--- src/rtl/mem_access_unit.sv ---
// Memory-stage load/store unit: one outstanding word-wide request with byte enables,
// load alignment/extension, misalignment detection and a bounded wait for ack.
module mem_access_unit #(
    parameter int unsigned MAX_WAIT = 255
) (
    input  logic        clk,
    input  logic        rst_n,
    input  logic        op_valid,
    output logic        op_ready,
    input  logic [4:0]  op_code,
    input  logic [31:0] addr,
    input  logic [31:0] store_data,
    input  logic [4:0]  rd_tag,
    output logic        mem_req,
    output logic        mem_we,
    output logic [31:0] mem_addr,
    output logic [3:0]  mem_be,
    output logic [31:0] mem_wdata,
    input  logic        mem_ack,
    input  logic [31:0] mem_rdata,
    output logic        wb_valid,
    output logic [31:0] wb_data,
    output logic [4:0]  wb_tag,
    output logic        stall,
    output logic        misalign,
    output logic        timeout
);
    typedef enum logic [1:0] {IDLE, REQ, DONE} state_t;

    localparam logic [4:0] OP_LW  = 5'b01100;
    localparam logic [4:0] OP_LH  = 5'b01101;
    localparam logic [4:0] OP_LHU = 5'b01110;
    localparam logic [4:0] OP_LB  = 5'b01111;
    localparam logic [4:0] OP_LBU = 5'b10000;
    localparam logic [4:0] OP_SW  = 5'b10001;
    localparam logic [4:0] OP_SH  = 5'b10010;
    localparam logic [4:0] OP_SB  = 5'b10011;

    localparam logic [1:0] SZ_B = 2'd0;
    localparam logic [1:0] SZ_H = 2'd1;
    localparam logic [1:0] SZ_W = 2'd2;

    localparam logic [7:0] CNT_LAST = 8'(MAX_WAIT - 1);

    state_t      state_q;
    logic [7:0]  cnt_q;
    logic        ld_q, sgn_q;
    logic [1:0]  sz_q, k_q;
    logic [4:0]  tag_q;

    logic        op_ready_q, mem_req_q, mem_we_q, wb_valid_q, misalign_q, timeout_q;
    logic [31:0] mem_addr_q, mem_wdata_q, wb_data_q;
    logic [3:0]  mem_be_q;
    logic [4:0]  wb_tag_q;

    logic        dec_mem, dec_ld, dec_sgn, dec_mis;
    logic [1:0]  dec_sz;
    logic [3:0]  dec_be;
    logic [31:0] dec_wdata;

    always_comb begin
        dec_mem = 1'b1;
        dec_ld  = 1'b0;
        dec_sgn = 1'b0;
        dec_sz  = SZ_B;
        unique case (op_code)
            OP_LW:   begin dec_ld = 1'b1; dec_sz = SZ_W; end
            OP_LH:   begin dec_ld = 1'b1; dec_sz = SZ_H; dec_sgn = 1'b1; end
            OP_LHU:  begin dec_ld = 1'b1; dec_sz = SZ_H; end
            OP_LB:   begin dec_ld = 1'b1; dec_sz = SZ_B; dec_sgn = 1'b1; end
            OP_LBU:  begin dec_ld = 1'b1; dec_sz = SZ_B; end
            OP_SW:   dec_sz = SZ_W;
            OP_SH:   dec_sz = SZ_H;
            OP_SB:   dec_sz = SZ_B;
            default: dec_mem = 1'b0;
        endcase

        dec_mis = ((dec_sz == SZ_W) && (addr[1:0] != 2'b00)) ||
                  ((dec_sz == SZ_H) && addr[0]);

        case (dec_sz)
            SZ_B:    begin dec_be = 4'b0001 << addr[1:0]; dec_wdata = {4{store_data[7:0]}}; end
            SZ_H:    begin dec_be = 4'b0011 << addr[1:0]; dec_wdata = {2{store_data[15:0]}}; end
            default: begin dec_be = 4'b1111;              dec_wdata = store_data; end
        endcase
    end

    // Lane extraction works from the latched offset so the result matches the issued request.
    logic [31:0] lane, ld_data;

    always_comb begin
        lane = mem_rdata >> {k_q, 3'b000};
        case (sz_q)
            SZ_B:    ld_data = {{24{sgn_q & lane[7]}}, lane[7:0]};
            SZ_H:    ld_data = {{16{sgn_q & lane[15]}}, lane[15:0]};
            default: ld_data = mem_rdata;
        endcase
    end

    always_ff @(posedge clk or negedge rst_n) begin
        if (!rst_n) begin
            state_q     <= IDLE;
            cnt_q       <= '0;
            ld_q        <= 1'b0;
            sgn_q       <= 1'b0;
            sz_q        <= SZ_B;
            k_q         <= '0;
            tag_q       <= '0;
            op_ready_q  <= 1'b1;
            mem_req_q   <= 1'b0;
            mem_we_q    <= 1'b0;
            mem_addr_q  <= '0;
            mem_be_q    <= '0;
            mem_wdata_q <= '0;
            wb_valid_q  <= 1'b0;
            wb_data_q   <= '0;
            wb_tag_q    <= '0;
            misalign_q  <= 1'b0;
            timeout_q   <= 1'b0;
        end else begin
            wb_valid_q <= 1'b0;
            misalign_q <= 1'b0;
            timeout_q  <= 1'b0;
            case (state_q)
                IDLE: begin
                    if (op_valid && dec_mem) begin
                        ld_q       <= dec_ld;
                        sgn_q      <= dec_sgn;
                        sz_q       <= dec_sz;
                        k_q        <= addr[1:0];
                        tag_q      <= rd_tag;
                        cnt_q      <= '0;
                        op_ready_q <= 1'b0;
                        if (dec_mis) begin
                            state_q    <= DONE;
                            misalign_q <= 1'b1;
                        end else begin
                            state_q     <= REQ;
                            mem_req_q   <= 1'b1;
                            mem_we_q    <= ~dec_ld;
                            mem_addr_q  <= {addr[31:2], 2'b00};
                            mem_be_q    <= dec_be;
                            mem_wdata_q <= dec_wdata;
                        end
                    end
                end
                REQ: begin
                    // Ack wins over an expiring counter in the same cycle.
                    if (mem_ack) begin
                        state_q   <= DONE;
                        mem_req_q <= 1'b0;
                        if (ld_q) begin
                            wb_valid_q <= 1'b1;
                            wb_data_q  <= ld_data;
                            wb_tag_q   <= tag_q;
                        end
                    end else if (cnt_q == CNT_LAST) begin
                        state_q   <= DONE;
                        mem_req_q <= 1'b0;
                        timeout_q <= 1'b1;
                    end else begin
                        cnt_q <= cnt_q + 8'd1;
                    end
                end
                DONE: begin
                    state_q    <= IDLE;
                    op_ready_q <= 1'b1;
                end
                default: begin
                    state_q    <= IDLE;
                    op_ready_q <= 1'b1;
                    mem_req_q  <= 1'b0;
                end
            endcase
        end
    end

    assign op_ready  = op_ready_q;
    assign stall     = ~op_ready_q;
    assign mem_req   = mem_req_q;
    assign mem_we    = mem_we_q;
    assign mem_addr  = mem_addr_q;
    assign mem_be    = mem_be_q;
    assign mem_wdata = mem_wdata_q;
    assign wb_valid  = wb_valid_q;
    assign wb_data   = wb_data_q;
    assign wb_tag    = wb_tag_q;
    assign misalign  = misalign_q;
    assign timeout   = timeout_q;

endmodule

--- config.mk ---
export PLATFORM = sky130hd
export DESIGN_NAME = mem_access_unit
export DESIGN_NICKNAME = d
export VERILOG_FILES = /design/src/rtl/mem_access_unit.sv
export SDC_FILE = /design/constraint.sdc
export NUM_CORES = 1
export LEC_CHECK = 0
export CAP_MARGIN = 30
export CELL_PAD_IN_SITES_DETAIL_PLACEMENT = 0
export CELL_PAD_IN_SITES_GLOBAL_PLACEMENT = 2
export CORE_UTILIZATION = 28
export CTS_CLUSTER_DIAMETER = 50
export DETAILED_ROUTE_END_ITERATION = 7
export PLACE_DENSITY = 0.87
export SETUP_SLACK_MARGIN = 0.3
export SLEW_MARGIN = 20
export SYNTH_ARGS = -nofsm -noshare
export SYNTH_HDL_FRONTEND = slang
export SYNTH_SLANG_ARGS = --single-unit
export TNS_END_PERCENT = 20
--- constraint.sdc ---
create_clock -name clk -period 2.2 [get_ports clk]
set_input_delay 0.22 -clock clk [delete_from_list [all_inputs] [get_ports clk]]
set_output_delay 0.22 -clock clk [all_outputs]
set_load 0.005 [all_outputs]
==> results of run 1 <==
placed cells by master (no fill, tap or decap), types with 7 or more instances in the layout:
cell type and n:
and2_1 10, a222oi_1 8, a2bb2oi_1 15, buf_12 7, clkdlybuf4s50_1 216, buf_4 45
inv_1 17, mux2_1 49, o2bb2ai_1 7, nor2_1 31, o22ai_1 23, clkbuf_16 19
dfrtp_1 128, o21ai_0 16, nand2_1 60, a21oi_1 46, mux2_2 22, a221oi_1 9
mux2i_1 11
through the flow:
| step | power [mW] | std cells | hold WS, ns |
|---|---|---|---|
| global placement | 6.92 | 1076 | 0.229 |
| finish | 9.86 | 1115 | 0.317 |
| global route | 10.5 | 1115 | 0.340 |
| detailed placement | 6.95 | 1076 | 0.240 |
| CTS | 9.97 | 1109 | 0.319 |
| floorplan | 4.76 | 570 | -0.0756 |
cell usage after synthesis (3+ instances only):
master	number	area, sq um
xor2_1	6	52.6
o2bb2ai_1	7	61.3
o211ai_1	4	30.0
nor2b_1	5	31.3
buf_1	4	15.0
nand2b_1	4	25.0
buf_2	12	60.1
dfrtp_1	129	3230
nand4bb_1	3	33.8
mux2_2	22	248
mux2i_1	11	110
o22ai_1	23	144
nand3_1	4	20.0
o21ai_0	16	80.1
a221oi_1	9	78.8
a21oi_1	46	230
nand2_1	61	229
and3_1	4	25.0
nor2_1	31	116
buf_4	6	45.0
a32o_1	3	30.0
a2bb2oi_1	15	131
a222oi_1	8	80.1
inv_1	17	63.8
and2_1	10	62.6
mux2_1	49	552
clkbuf_1	19	71.3
nand4b_1	4	35.0
sequential cells by signal, summed over array words and instances (netlist names):
signal / cells
tag_q: 5
wb_tag: 5
sz_q: 2
ld_q: 1
mem_we: 1
cnt_q: 8
op_ready: 1
state_q: 2
mem_wdata: 32
mem_addr: 30
wb_valid: 1
wb_data: 32
timeout: 1
mem_be: 4
misalign: 1
mem_req: 1
sgn_q: 1
k_q: 2
power groups by stage:
| stage | sequential (mW) | combinational (mW) | clock [mW] |
|---|---|---|---|
| 2_1_floorplan | 3.66 | 1.10 | 0 |
| 3_3_place_gp | 3.66 | 3.26 | 0 |
| 3_5_place_dp | 3.67 | 3.28 | 0 |
| 4_1_cts | 3.65 | 3.31 | 3.01 |
| 5_1_grt | 3.74 | 3.63 | 3.09 |
| 6_report | 3.64 | 3.30 | 2.92 |
worst min path at each step:
stage / startpoint / endpoint / depth (start not counted)
floorplan: rst_n / cnt_q[0] / 0
global placement: rst_n / mem_wdata[14] / 1
detailed placement: rst_n / mem_wdata[30] / 1
CTS: rd_tag[2] / tag_q[2] / 3
global route: rd_tag[2] / tag_q[2] / 3
finish: rst_n / mem_wdata[13] / 2
logic make-up after synthesis:
logic type | Yosys count
AO/OA/AOI/OAI | 150
XOR/XNOR | 6
adder cells (fa/ha/maj) | 2
buffers and inverters | 58
flip-flops | 130
multiplexers | 83
other | 1
AND/OR/NAND/NOR | 139
layout make-up:
type                       count  area, sq um
clock buffer                  19          453
multi-input combinational    382         2780
clock inverter                13          149
inverter                      17         63.8
sequential                   130         3260
timing repair buffer         274         2740
fill                        2133        12100
tap                          280          350
worst register-to-register path, cell delays in order (launching register included):
cell and delay (ns):
dfrtp_1 0.46, nor3b_4 0.29, o21ai_2 0.14, a21oi_4 0.16, buf_12 0.14, buf_4 0.20
mux2_2 0.35
repair_timing:
action                                 in CTS  in global routing
endpoints found under the hold margin      51                  0
pin swaps                                   0                  2
buffers inserted                            0                  4
setup endpoints to repair                  80                 56
hold buffers                                1                  0
resized for setup                           3                  4
cloned                                      0                  2
layer usage:
layer / vias to the layer above / part of all wire [%]
li1: 2579 / -
met1: 2623 / 45
met2: 183 / 46
met3: 13 / 8.1
met4: 0 / 0.99
met5: - / 0
==> impl_metrics.tcl, run 1 <==
set metrics [dict create \
    fin_crit_ns 1.87 \
    gp_congestion 0.786 \
    drtIter0Drc 217 \
    viasPerCell 4.84 \
    worst-path-stages 7 \
    timing.rr.end "mem_wdata[8]" \
    antenna_found_initial 0 \
    p_clk_share_pct 29.7 \
    muxShareOfSynthArea_pct 14.9 \
    grt_max_degree 56 \
    fin_ws_ns 0.333 \
    async_reset_ff_share_pct 100 \
    overflow 0 \
    grt_pass1_vias 5633 \
    arrival_ns 2.18 \
    combPwrFrac_pct 33.4 \
    grt_use_total_pct 17.5 \
    synth_xor_area_share_pct 0.840 \
    start_util_pct 28.6 \
    p_int_mw 7.01 \
    p_switching_mw 2.85 \
    area_growth_pct 56.5 \
    switching_share_pct 28.9 \
    io_buffers 219 \
    clk-insertion-delay-late_ns 0.43 \
    p_per_area_mw_per_mm2 1010 \
    grt_pass1_wl_um 30400 \
    critPathRequiredTime_ns 2.51 \
    synth_fa_ha_area_share_pct 0.400 \
    antennaDiodeCount 0 \
    synth_top_family_by_area "compound AO/OA/AOI/OAI gates" \
    power_leakage_nw 4.20 \
    fin_skew_ns 0.0105 \
    via_count 5398 \
    crit_type "in -> reg" \
    pwr-share-seq_pct 36.9 \
    htree_levels 4 \
    final_cell_area_sq_mm 0.00979 \
    synth_warnings 0 \
    critical_path.max_stage_delay_ns 0.66 \
    root_buffer "clkbuf_16" \
    holdCritPathClass "in -> async" \
    clk_pin_slew_ns 0.07 \
    cts_tree "yes" \
    critical-path-top-delay-family "buffers and inverters" \
    critical_path.slowest_cell "clkdlybuf4s50_1" \
    report.final.slew_viol_count 0 \
    synth_area_sq_mm 0.00625 \
    cap_viol_max_count 0 \
    cts_sinks 130 \
    yosysUniqueCellTypes 58 \
    rr_worst_depth 6 \
    dpl.hpwl_um 13900 \
    totalWireLength_um 19700 \
    synth-compound-area-share_pct 16.7 \
    synth_cells 569 \
    chipWidth_um 151 \
    status "complete, no violations" \
    path_buf_inv 3 \
    cts_buffer_depth 2 \
    finish.utilization_pct 44.7 \
    relSlewSlack_pct 62.3 \
    critPathMaxFanout 20 \
    dp_slack_ns -0.100 \
    tightest_slew_ns 0.566 \
    gr-usage-met1_pct 22.4 \
    worstPathCellList "clkdlybuf4s50_1 -> nand3b_1 -> o21ai_2 -> a21oi_4 -> buf_12 -> clkbuf_16 -> mux2_1" \
    rsz0062_at_grt "true" \
    ant_nets 0 \
    met2_usage_pct 27.3 \
    crit_start "op_code[3]" \
    hold_viol 0 \
    ys_seq_area_share_pct 52.0 \
    synthFlopType "dfrtp_1" \
    ir_worst_vdd_mv 0.498 \
    max_freq_ghz 0.536 \
    wire_per_inst_um 17.7 \
    synth_edf_count 0 \
    die_h_um 151 \
    dr.pass1.iters 4 \
    avgSynthCellArea_sq_um 11.0 \
    grt.busiest_layer "met2" \
    fin_tns_setup_ns 0 \
    ys_ff_latch 130 \
    synth-simple-area-share_pct 11.0 \
    layout-drive-gt1-share_pct 15.1 \
    setup_viol 0 \
    period_share_pct 84.8 \
    r2r_start "state_q[0]" \
    crit_path_end "mem_addr[24]" \
    drc 0 \
    dieArea_sq_mm 0.0229 \
    rows 54 \
    io_pins 222 \
    critPathLaunchType "primary input" \
    cts_buffers 17 \
    cp-end-kind "register" \
    r2r_setup_slack_ns 0.35 \
    coreArea_sq_mm 0.0219 \
    nets 934 \
    placed_area_sq_mm 0.00905 \
    use_met3_pct 6.53 \
]
Power figures use the tool's default switching activity.
==> run 2: changes to the inputs <==
clock period = 1.94 ns   (was 2.2 ns; I/O delays follow)
==> impl_metrics.tcl, run 2 (synthesis gave the netlist of run 1 again) <==
set metrics [dict create \
    htree_levels 4 \
    fin_crit_ns 1.73 \
    arrival_ns 2.03 \
    clk-insertion-delay-late_ns 0.43 \
    fin_tns_setup_ns 0 \
    max_freq_ghz 0.580 \
    antennaDiodeCount 0 \
    io_buffers 219 \
    dp_cells 1088 \
    ant_nets 0 \
    cp-end-kind "register" \
    rr_worst_depth 6 \
    rsz0062_at_grt "true" \
    coreArea_sq_mm 0.0219 \
    tightest_slew_ns 0.525 \
    critPathMaxFanout 9 \
    finish.utilization_pct 46.4 \
    cts_buffers 17 \
    totalWireLength_um 19900 \
    grt_max_degree 48 \
    placed_area_sq_mm 0.00918 \
    ir_worst_vdd_mv 0.560 \
    clk_pin_slew_ns 0.06 \
    crit_type "in -> reg" \
    critPathRequiredTime_ns 2.25 \
    fin_skew_ns 0.0105 \
    cts_tree "yes" \
    report.final.slew_viol_count 0 \
    setup_viol 0 \
    wire_per_inst_um 17.5 \
    relSlewSlack_pct 64.9 \
    dieArea_sq_mm 0.0229 \
    drc 0 \
    rows 54 \
    p_per_area_mw_per_mm2 1140 \
    layout_common_cells "clkdlybuf4s50_1, dfrtp_1, nand2_1" \
    die_h_um 151 \
    dpl.hpwl_um 13500 \
    cts_buffer_depth 2 \
    nets 957 \
    status "complete, no violations" \
    nFillCells 2098 \
    holdCritPathClass "in -> async" \
    fin_ws_ns 0.215 \
    r2r_start "state_q[0]" \
    gp_congestion 0.794 \
    start_util_pct 28.6 \
    dp_slack_ns -0.366 \
    layout-drive-gt1-share_pct 18.9 \
    final_cell_area_sq_mm 0.0101 \
    io_pins 222 \
    chipWidth_um 151 \
    grt_use_total_pct 17.7 \
    finalNonFillerCells 1138 \
    area_growth_pct 62.3 \
    period_share_pct 88.9 \
    p_total_mw 11.6 \
    final_common_cell "clkdlybuf4s50_1" \
    cap_viol_max_count 0 \
    whs_ns 0.277 \
    cts_sinks 130 \
    drtIter0Drc 237 \
    overflow 0 \
    power_leakage_nw 4.41 \
    critPathLaunchType "primary input" \
    antenna_found_initial 0 \
    root_buffer "clkbuf_16" \
    via_count 5492 \
    dr.pass1.iters 5 \
    viasPerCell 4.83 \
    crit_start "op_code[1]" \
    grt_pass1_vias 5606 \
    grt_pass1_wl_um 30600 \
    hold_viol 0 \
]
## run 2: repair_timing
item,in CTS,in global routing
setup buffers,9,4
endpoints found under the hold margin,44,0
gates resized for setup,16,17
endpoints found under the setup margin,61,104
gates cloned,3,1
hold buffers,1,0
pin swaps,2,2
## run 2: critical path, cell delays in order
cell	delay (ns)
clkdlybuf4s50_1	0.53
o21bai_1	0.24
a22oi_2	0.33
a21oi_4	0.11
buf_6	0.16
buf_16	0.15
mux2_1	0.31
## run 2: final timing paths
path | endpoint | slack, ns
worst max-delay path | mem_wdata[19] | 0.21
worst min register to register | wb_tag[0] | 0.47
worst min-delay path | mem_wdata[0] | 0.28
worst max register to register | mem_be[3] | 0.21
min in group clk | tag_q[3] | 0.30
max in group asynchronous | mem_addr[16] | 1.02
## run 2: power by group
group          switching, mW  total (mW)  internal, mW
Combinational           1.39        3.90          2.51
Sequential             0.524        4.13          3.60
Clock                   1.29        3.56          2.26
## run 2: layout make-up
class                      count  area, sq um  area share [%]
sequential                   130         3250            32.1
timing repair buffer         297         2990            29.4
multi-input combinational    382         2850            28.1
clock buffer                  21          470            4.64
tap                          280          350            3.45
clock inverter                11          175            1.73
inverter                      17         63.8           0.629
## run 2: per-layer routing
layer | GRT usage, % | share of wire, % | routed length [um]
met1 | 23.2 | 45 | 9000
met2 | 27.1 | 46 | 9140
met3 | 6.23 | 7.3 | 1460
met4 | 5.55 | 1.3 | 257
met5 | 0 | 0 | 0
